[config.mk]
export PLATFORM = sky130hd
export DESIGN_NAME = uart_rx_param
export DESIGN_NICKNAME = d
export VERILOG_FILES = /design/src/rtl/uart_rx_param_pkg.sv /design/src/rtl/uart_rx_param_fifo.sv /design/src/rtl/uart_rx_param.sv
export SDC_FILE = /design/constraint.sdc
export NUM_CORES = 1
export LEC_CHECK = 0
export ABC_AREA = 1
export CAP_MARGIN = 20
export CORE_UTILIZATION = 67
export CTS_BUF_LIST = sky130_fd_sc_hd__clkbuf_16
export DETAILED_ROUTE_END_ITERATION = 16
export HOLD_SLACK_MARGIN = 0.12
export PLACE_DENSITY_LB_ADDON = 0.15
export SYNTH_ARGS = -nofsm -noshare
export SYNTH_HDL_FRONTEND = slang
export SYNTH_SLANG_ARGS = --single-unit
[constraint.sdc]
create_clock -name Clk -period 4.87 [get_ports Clk]
set_input_delay 0.974 -clock Clk [delete_from_list [all_inputs] [get_ports Clk]]
set_output_delay 0.974 -clock Clk [all_outputs]
set_load 0.02 [all_outputs]
[src/rtl/uart_rx_param_pkg.sv]
// Shared state encoding and parameter-legality limits for the UART receiver.
package uart_rx_param_pkg;

    typedef enum logic [2:0] {
        StIdle   = 3'd0,
        StStart  = 3'd1,
        StData   = 3'd2,
        StParity = 3'd3,
        StStop   = 3'd4
    } rx_state_e;

    localparam int unsigned CLK_DIV_MIN    = 1;
    localparam int unsigned CLK_DIV_MAX    = 4095;
    localparam int unsigned OVERSAMPLE_REQ = 16;
    localparam int unsigned DATA_BITS_MIN  = 5;
    localparam int unsigned DATA_BITS_MAX  = 8;
    localparam int unsigned STOP_BITS_MIN  = 1;
    localparam int unsigned STOP_BITS_MAX  = 2;
    localparam int unsigned FIFO_DEPTH_MIN = 2;
    localparam int unsigned FIFO_DEPTH_MAX = 256;

    function automatic bit is_pow2(int unsigned v);
        return (v != 0) && ((v & (v - 1)) == 0);
    endfunction

endpackage

[src/rtl/uart_rx_param_fifo.sv]
// Receive FIFO with show-ahead head; Full/Empty derive from the occupancy count.
module rx_fifo #(
    parameter int unsigned WIDTH = 8,
    parameter int unsigned DEPTH = 32
) (
    input  logic                     Clk,
    input  logic                     Reset_n,
    input  logic                     WR,
    input  logic                     RD,
    input  logic [WIDTH-1:0]         Data_in,
    output logic [WIDTH-1:0]         Data_out,
    output logic [$clog2(DEPTH):0]   Count,
    output logic                     Full,
    output logic                     Empty
);
    localparam int unsigned AW = $clog2(DEPTH);

    logic [WIDTH-1:0] mem_q [DEPTH];
    logic [AW-1:0]    wr_ptr_q, rd_ptr_q;
    logic             do_wr, do_rd;

    // A write into a full FIFO only proceeds when a pop frees the head slot in the same cycle.
    assign do_wr = WR && (!Full || RD);
    assign do_rd = RD && !Empty;

    assign Full     = (Count == (AW + 1)'(DEPTH));
    assign Empty    = (Count == '0);
    assign Data_out = Empty ? '0 : mem_q[rd_ptr_q];

    always_ff @(posedge Clk) begin
        if (do_wr) begin
            mem_q[wr_ptr_q] <= Data_in;
        end
    end

    always_ff @(posedge Clk or negedge Reset_n) begin
        if (!Reset_n) begin
            wr_ptr_q <= '0;
            rd_ptr_q <= '0;
            Count    <= '0;
        end else begin
            if (do_wr) wr_ptr_q <= wr_ptr_q + 1'b1;
            if (do_rd) rd_ptr_q <= rd_ptr_q + 1'b1;
            case ({do_wr, do_rd})
                2'b10:   Count <= Count + 1'b1;
                2'b01:   Count <= Count - 1'b1;
                default: Count <= Count;
            endcase
        end
    end

endmodule

[src/rtl/uart_rx_param.sv]
// Oversampling UART receiver: synchronised RX, mid-bit sampling FSM, parity/framing checks,
// and a show-ahead receive FIFO with a sticky overrun flag.
module uart_rx_param
    import uart_rx_param_pkg::*;
#(
    parameter int unsigned CLK_DIV    = 27,
    parameter int unsigned OVERSAMPLE = 16,
    parameter int unsigned DATA_BITS  = 8,
    parameter int unsigned PARITY_EN  = 0,
    parameter int unsigned PARITY_ODD = 0,
    parameter int unsigned STOP_BITS  = 1,
    parameter int unsigned FIFO_DEPTH = 32
) (
    input  logic                          Clk,
    input  logic                          Reset_n,
    input  logic                          Enable,
    input  logic                          RX,
    input  logic                          RD,
    input  logic                          Err_clr,
    output logic [DATA_BITS-1:0]          Data_out,
    output logic                          Empty,
    output logic                          Full,
    output logic [$clog2(FIFO_DEPTH):0]   Count,
    output logic                          FE,
    output logic                          PE,
    output logic                          OE,
    output logic                          Busy
);
    localparam logic [11:0] TICK_LAST = 12'(CLK_DIV - 1);
    localparam logic [3:0]  SUB_MID   = 4'(OVERSAMPLE / 2 - 1);
    localparam logic [3:0]  SUB_LAST  = 4'(OVERSAMPLE - 1);
    localparam logic [2:0]  DATA_LAST = 3'(DATA_BITS - 1);
    localparam logic [2:0]  STOP_LAST = 3'(STOP_BITS - 1);
    localparam logic        PAR_INV   = (PARITY_ODD != 0);

    if (CLK_DIV < CLK_DIV_MIN || CLK_DIV > CLK_DIV_MAX) begin : g_bad_clk_div
        $error("uart_rx_param: CLK_DIV must be in 1..4095");
    end
    if (OVERSAMPLE != OVERSAMPLE_REQ) begin : g_bad_oversample
        $error("uart_rx_param: OVERSAMPLE must be 16");
    end
    if (DATA_BITS < DATA_BITS_MIN || DATA_BITS > DATA_BITS_MAX) begin : g_bad_data_bits
        $error("uart_rx_param: DATA_BITS must be in 5..8");
    end
    if (PARITY_EN > 1 || PARITY_ODD > 1) begin : g_bad_parity
        $error("uart_rx_param: PARITY_EN and PARITY_ODD must be 0 or 1");
    end
    if (STOP_BITS < STOP_BITS_MIN || STOP_BITS > STOP_BITS_MAX) begin : g_bad_stop_bits
        $error("uart_rx_param: STOP_BITS must be 1 or 2");
    end
    if (FIFO_DEPTH < FIFO_DEPTH_MIN || FIFO_DEPTH > FIFO_DEPTH_MAX || !is_pow2(FIFO_DEPTH))
    begin : g_bad_fifo_depth
        $error("uart_rx_param: FIFO_DEPTH must be a power of 2 in 2..256");
    end

    // Reset asserts immediately but releases only after two clean clock edges.
    logic [1:0] rst_sync_q;
    logic       rst_n;

    always_ff @(posedge Clk or negedge Reset_n) begin
        if (!Reset_n) rst_sync_q <= 2'b00;
        else          rst_sync_q <= {rst_sync_q[0], 1'b1};
    end
    assign rst_n = rst_sync_q[1];

    // Bits [1:0] form the synchroniser; bit 2 keeps the previous rx_s for edge detection.
    logic [2:0] rx_sync_q;
    logic       rx_s, start_edge;

    always_ff @(posedge Clk or negedge rst_n) begin
        if (!rst_n) rx_sync_q <= 3'b111;
        else        rx_sync_q <= {rx_sync_q[1:0], RX};
    end
    assign rx_s       = rx_sync_q[1];
    assign start_edge = rx_sync_q[2] & ~rx_s;

    rx_state_e            state_q;
    logic [11:0]          tick_cnt_q;
    logic [3:0]           sub_cnt_q;
    logic [2:0]           bit_cnt_q;
    logic [DATA_BITS-1:0] shift_q;
    logic                 par_fail_q, stop_err_q;
    logic                 tick, mid, last, frame_err, frame_ok, overrun;

    assign tick      = (tick_cnt_q == TICK_LAST);
    assign mid       = tick && (sub_cnt_q == SUB_MID);
    assign last      = tick && (sub_cnt_q == SUB_LAST);
    assign frame_err = stop_err_q | ~rx_s;
    assign frame_ok  = Enable && (state_q == StStop) && mid && (bit_cnt_q == STOP_LAST) &&
                       !frame_err && !par_fail_q;
    assign overrun   = frame_ok && Full && !RD;
    assign Busy      = (state_q != StIdle);

    always_ff @(posedge Clk or negedge rst_n) begin
        if (!rst_n) begin
            state_q    <= StIdle;
            tick_cnt_q <= '0;
            sub_cnt_q  <= '0;
            bit_cnt_q  <= '0;
            shift_q    <= '0;
            par_fail_q <= 1'b0;
            stop_err_q <= 1'b0;
            FE         <= 1'b0;
            PE         <= 1'b0;
        end else begin
            FE         <= 1'b0;
            PE         <= 1'b0;
            tick_cnt_q <= tick ? '0 : tick_cnt_q + 12'd1;
            if (tick && state_q != StIdle) sub_cnt_q <= sub_cnt_q + 4'd1;
            if (!Enable) begin
                state_q <= StIdle;
            end else begin
                case (state_q)
                    StIdle: begin
                        if (start_edge) begin
                            state_q    <= StStart;
                            tick_cnt_q <= '0;
                            sub_cnt_q  <= '0;
                            bit_cnt_q  <= '0;
                            par_fail_q <= 1'b0;
                            stop_err_q <= 1'b0;
                        end
                    end
                    StStart: begin
                        if (mid && rx_s) state_q <= StIdle;
                        else if (last)   state_q <= StData;
                    end
                    StData: begin
                        if (mid) begin
                            shift_q <= {rx_s, shift_q[DATA_BITS-1:1]};
                        end else if (last) begin
                            if (bit_cnt_q == DATA_LAST) begin
                                bit_cnt_q <= '0;
                                state_q   <= (PARITY_EN != 0) ? StParity : StStop;
                            end else begin
                                bit_cnt_q <= bit_cnt_q + 3'd1;
                            end
                        end
                    end
                    StParity: begin
                        if (mid && (rx_s != ((^shift_q) ^ PAR_INV))) par_fail_q <= 1'b1;
                        else if (last)                               state_q    <= StStop;
                    end
                    StStop: begin
                        // Decide at the last stop mid-sample so a back-to-back start is caught.
                        if (mid && bit_cnt_q == STOP_LAST) begin
                            FE      <= frame_err;
                            PE      <= !frame_err && par_fail_q;
                            state_q <= StIdle;
                        end else if (mid && !rx_s) begin
                            stop_err_q <= 1'b1;
                        end else if (last) begin
                            bit_cnt_q <= bit_cnt_q + 3'd1;
                        end
                    end
                    default: state_q <= StIdle;
                endcase
            end
        end
    end

    always_ff @(posedge Clk or negedge rst_n) begin
        if (!rst_n)       OE <= 1'b0;
        else if (overrun) OE <= 1'b1;
        else if (Err_clr) OE <= 1'b0;
    end

    rx_fifo #(
        .WIDTH (DATA_BITS),
        .DEPTH (FIFO_DEPTH)
    ) u_fifo (
        .Clk      (Clk),
        .Reset_n  (rst_n),
        .WR       (frame_ok),
        .RD       (RD),
        .Data_in  (shift_q),
        .Data_out (Data_out),
        .Count    (Count),
        .Full     (Full),
        .Empty    (Empty)
    );

endmodule
==> flow_metrics.tcl <==
set metrics [dict create \
    reg2reg_slack_ns 1.31 \
    stdcell_area_um2 14700 \
    hold_path_class "reg -> async" \
    crit_slowest_cell "buf_4" \
    clk_path_buf_depth 3 \
    ys_seq_elements 312 \
    coreArea_um2 19400 \
    synth_ff_type "edfxtp_1" \
    cp_top_family "buffers and inverters" \
    r2r_end "u_fifo.Count[4]$_DFFE_PN0P_" \
    ctsResizeCount 0 \
    async_flop_share_pct 17.9 \
    max_cap_viol_count 0 \
    syn_to_final_growth_pct 11.2 \
    antenna_found_initial 0 \
    clock_latency_ns 0.56 \
    ys_seq_area_share_pct 68.6 \
    clock_skew_ns 0.0109 \
    drive_gt1_share_pct 8.22 \
    crit_required_ns 3.90 \
    grt_util_all_layers_pct 31.1 \
    die_h_um 143 \
    grt_pass1_wl_um 47300 \
    fmax_mhz 217 \
    die_area_um2 20300 \
    initial_core_util_pct 68.3 \
    synth.cell_area_um2 13300 \
    grt.overflow.total 0 \
    io_buffers 25 \
    max_stage_delay_ns 0.63 \
    antennaDiodeCount 0 \
    regArea_um2 9100 \
    final_common_cell "edfxtp_1" \
    cts_sinks 312 \
    place_area_um2 13800 \
    gp_congestion 0.837 \
    nFillCells 1303 \
    rsz0062_at_grt "false" \
    htree_num_levels 1 \
    mappedNetlistNets 1180 \
    dieWidth_um 143 \
    multi_input_area_um2 3700 \
    powerDensity_nw_per_um2 553 \
    power.leakage_nw 5.95 \
    end_kind "output port" \
    syn_inst 1160 \
    finalWirelength_um 30600 \
    path_max_fanout 65 \
    crit_buf_inv 3 \
    drtIter0Drc 1045 \
    min_period_over_period_pct 94.6 \
    finalNetCount 1201 \
    setup_viol 0 \
    yosys_warnings 0 \
    relSlewSlack_pct 26.8 \
    worst_slew_pin_slew_ns 1.09 \
    startpoint_type "flip-flop" \
    cts_root_buffer "clkbuf_16" \
    synth.distinct_cells 41 \
    cts_tree "yes" \
    r2r_start "tick_cnt_q[0]$_DFF_PN0_" \
    wl_per_cell_um 20.8 \
    placementRows 51 \
    path_cells "clkinv_2 > buf_4 > o21ai_0 > o221ai_1 > nand3_1 > nand4_1 > nand2_1 > nor2_1 > clkdlybuf4s50_1" \
    vias 8980 \
    avgSynthCellArea_um2 11.4 \
    hold_viol 0 \
    synth_edf_count 256 \
    drt-vias-per-instance 6.11 \
    status "complete, no violations" \
    cts_setup_buffers 0 \
    grt_pass1_vias 8722 \
    drc 0 \
    hold_buffers 0 \
    grt_max_degree 79 \
    most-common-layout-cells "edfxtp_1 (256), nor2_1 (238), o21ai_0 (152)" \
    io-pin-count 26 \
    irDropWorstVdd_v 0.000383 \
    slew_viol_final 0 \
    ant_nets 0 \
    tns_ns 0 \
    drt_pre_antenna_iters 6 \
    arrival_ns 3.64 \
    cts_buffers 30 \
    dpl.hpwl_um 18600 \
    path_class "reg -> out" \
    clk_pin_slew_ns 0.07 \
    finalCriticalPeriod_ns 4.61 \
    worst_r2r_path_depth 20 \
]
layer usage:
metal / global-route usage [%] / vias up / part of all wire, %
li1: - / 4131 / -
met1: 44.0 / 4266 / 40
met2: 49.5 / 505 / 47
met3: 5.06 / 78 / 10
met4: 11.4 / 0 / 2.8
met5: 0 / - / 0
stage by stage:
stage                     hold slack [ns]  setup WS (ns)  instances  util (%)  power, mW
final                               0.156          0.261       1470      76.0       8.15
after global routing                0.185         0.0658       1470      76.0       8.54
after CTS                           0.165          0.146       1470      76.0       8.12
after detailed placement            0.162          0.738       1414      71.0       5.88
after global placement              0.152          0.822       1414      71.0       5.80
after floorplan                     0.331           1.76       1160         -       5.00
worst register-to-register path, stage by stage, from the launching register on:
cell	delay (ns)
dfrtp_1	0.40
inv_1	0.09
ha_1	0.21
inv_1	0.05
nor2_1	0.08
nand2_1	0.07
nor2_2	0.14
nand4_2	0.15
nor2_2	0.16
nand4_2	0.17
nor2_8	0.29
inv_1	0.12
ha_1	0.29
xnor2_1	0.23
inv_1	0.07
ha_1	0.17
a21oi_1	0.22
o21a_1	0.16
o21ai_0	0.09
xor2_1	0.16
o21ai_0	0.14
flip-flops by register name (all words and copies together) (netlist names):
| signal | cells |
|---|---|
| rst_sync_q | 2 |
| par_fail_q | 1 |
| shift_q | 8 |
| tick_cnt_q | 12 |
| OE | 1 |
| u_fifo.wr_ptr_q | 5 |
| u_fifo.rd_ptr_q | 5 |
| state_q | 3 |
| FE | 1 |
| sub_cnt_q | 4 |
| u_fifo.mem_q | 256 |
| stop_err_q | 1 |
| u_fifo.Count | 6 |
| PE | 1 |
| rx_sync_q | 3 |
| bit_cnt_q | 3 |
report_power, final:
group	internal, mW	switching (mW)	total, mW	leakage (nW)
Combinational	0.949	1.86	2.81	1.80
Sequential	2.95	0.122	3.08	3.66
Clock	1.30	0.965	2.27	0.485
worst max-delay path by stage:
stage | from | endpoint | slack [ns] | cells past startpoint
finish | u_fifo.rd_ptr_q[0]$_DFFE_PN0P_ | Data_out[2] | 0.26 | 9
global route | u_fifo.rd_ptr_q[0]$_DFFE_PN0P_ | Data_out[3] | 0.07 | 9
CTS | u_fifo.rd_ptr_q[0]$_DFFE_PN0P_ | Data_out[2] | 0.15 | 9
detailed placement | u_fifo.rd_ptr_q[0]$_DFFE_PN0P_ | Data_out[3] | 0.74 | 9
global placement | u_fifo.rd_ptr_q[0]$_DFFE_PN0P_ | Data_out[3] | 0.82 | 9
floorplan | RD | u_fifo.Count[4]$_DFFE_PN0P_ | 1.76 | 15
cells in the mapped netlist, types with 2 or more instances:
master      n  area, um2
xor2_1     15        131
a31oi_1     8       50.1
nor3_2      2       20.0
nor2_1    238        893
a21oi_1    10       50.1
a211oi_1    2       15.0
dfstp_2     3       78.8
nand4_2     3       37.5
inv_2       5       18.8
o21a_1      3       22.5
nand3_1    38        190
nor2_2      6       37.5
clkbuf_1   42        158
nand4_1    11       68.8
o221ai_1    7       61.3
nand2_1   116        435
buf_2       9       45.0
o21ai_1     6       30.0
o211ai_1   14        105
and2_1      2       12.5
edfxtp_1  256       7690
dfrtp_1    53       1330
mux2_2      7       78.8
o22ai_1    40        250
buf_1       5       18.8
o21ai_0   152        761
xnor2_1    12        105
nand2_4     4       45.0
clkinv_1    2       7.51
inv_1      57        214
nor4_1      2       12.5
ha_1       14        175
nor3_1      8       40.0
area by class of cell:
cell class              count  share of cell area (%)
clock inverters            25                    1.28
repair buffers             45                    2.74
well taps                 265                    2.25
inverters                  64                    1.64
clock buffers              31                    5.26
multi-input cells         728                    25.1
flip-flops and latches    312                    61.7
logic make-up after synthesis:
kind of cell	after synthesis	share of synthesized area, %
buffers and inverters	120	3.48
other	1	0.0283
DFF	312	68.6
and+or+nand+nor	435	13.9
adders and majority gates	14	1.32
muxes	7	0.595
AOI/OAI and AO/OA	244	10.3
xor gates and xnor gates	27	1.78
Power figures use the tool's default switching activity.
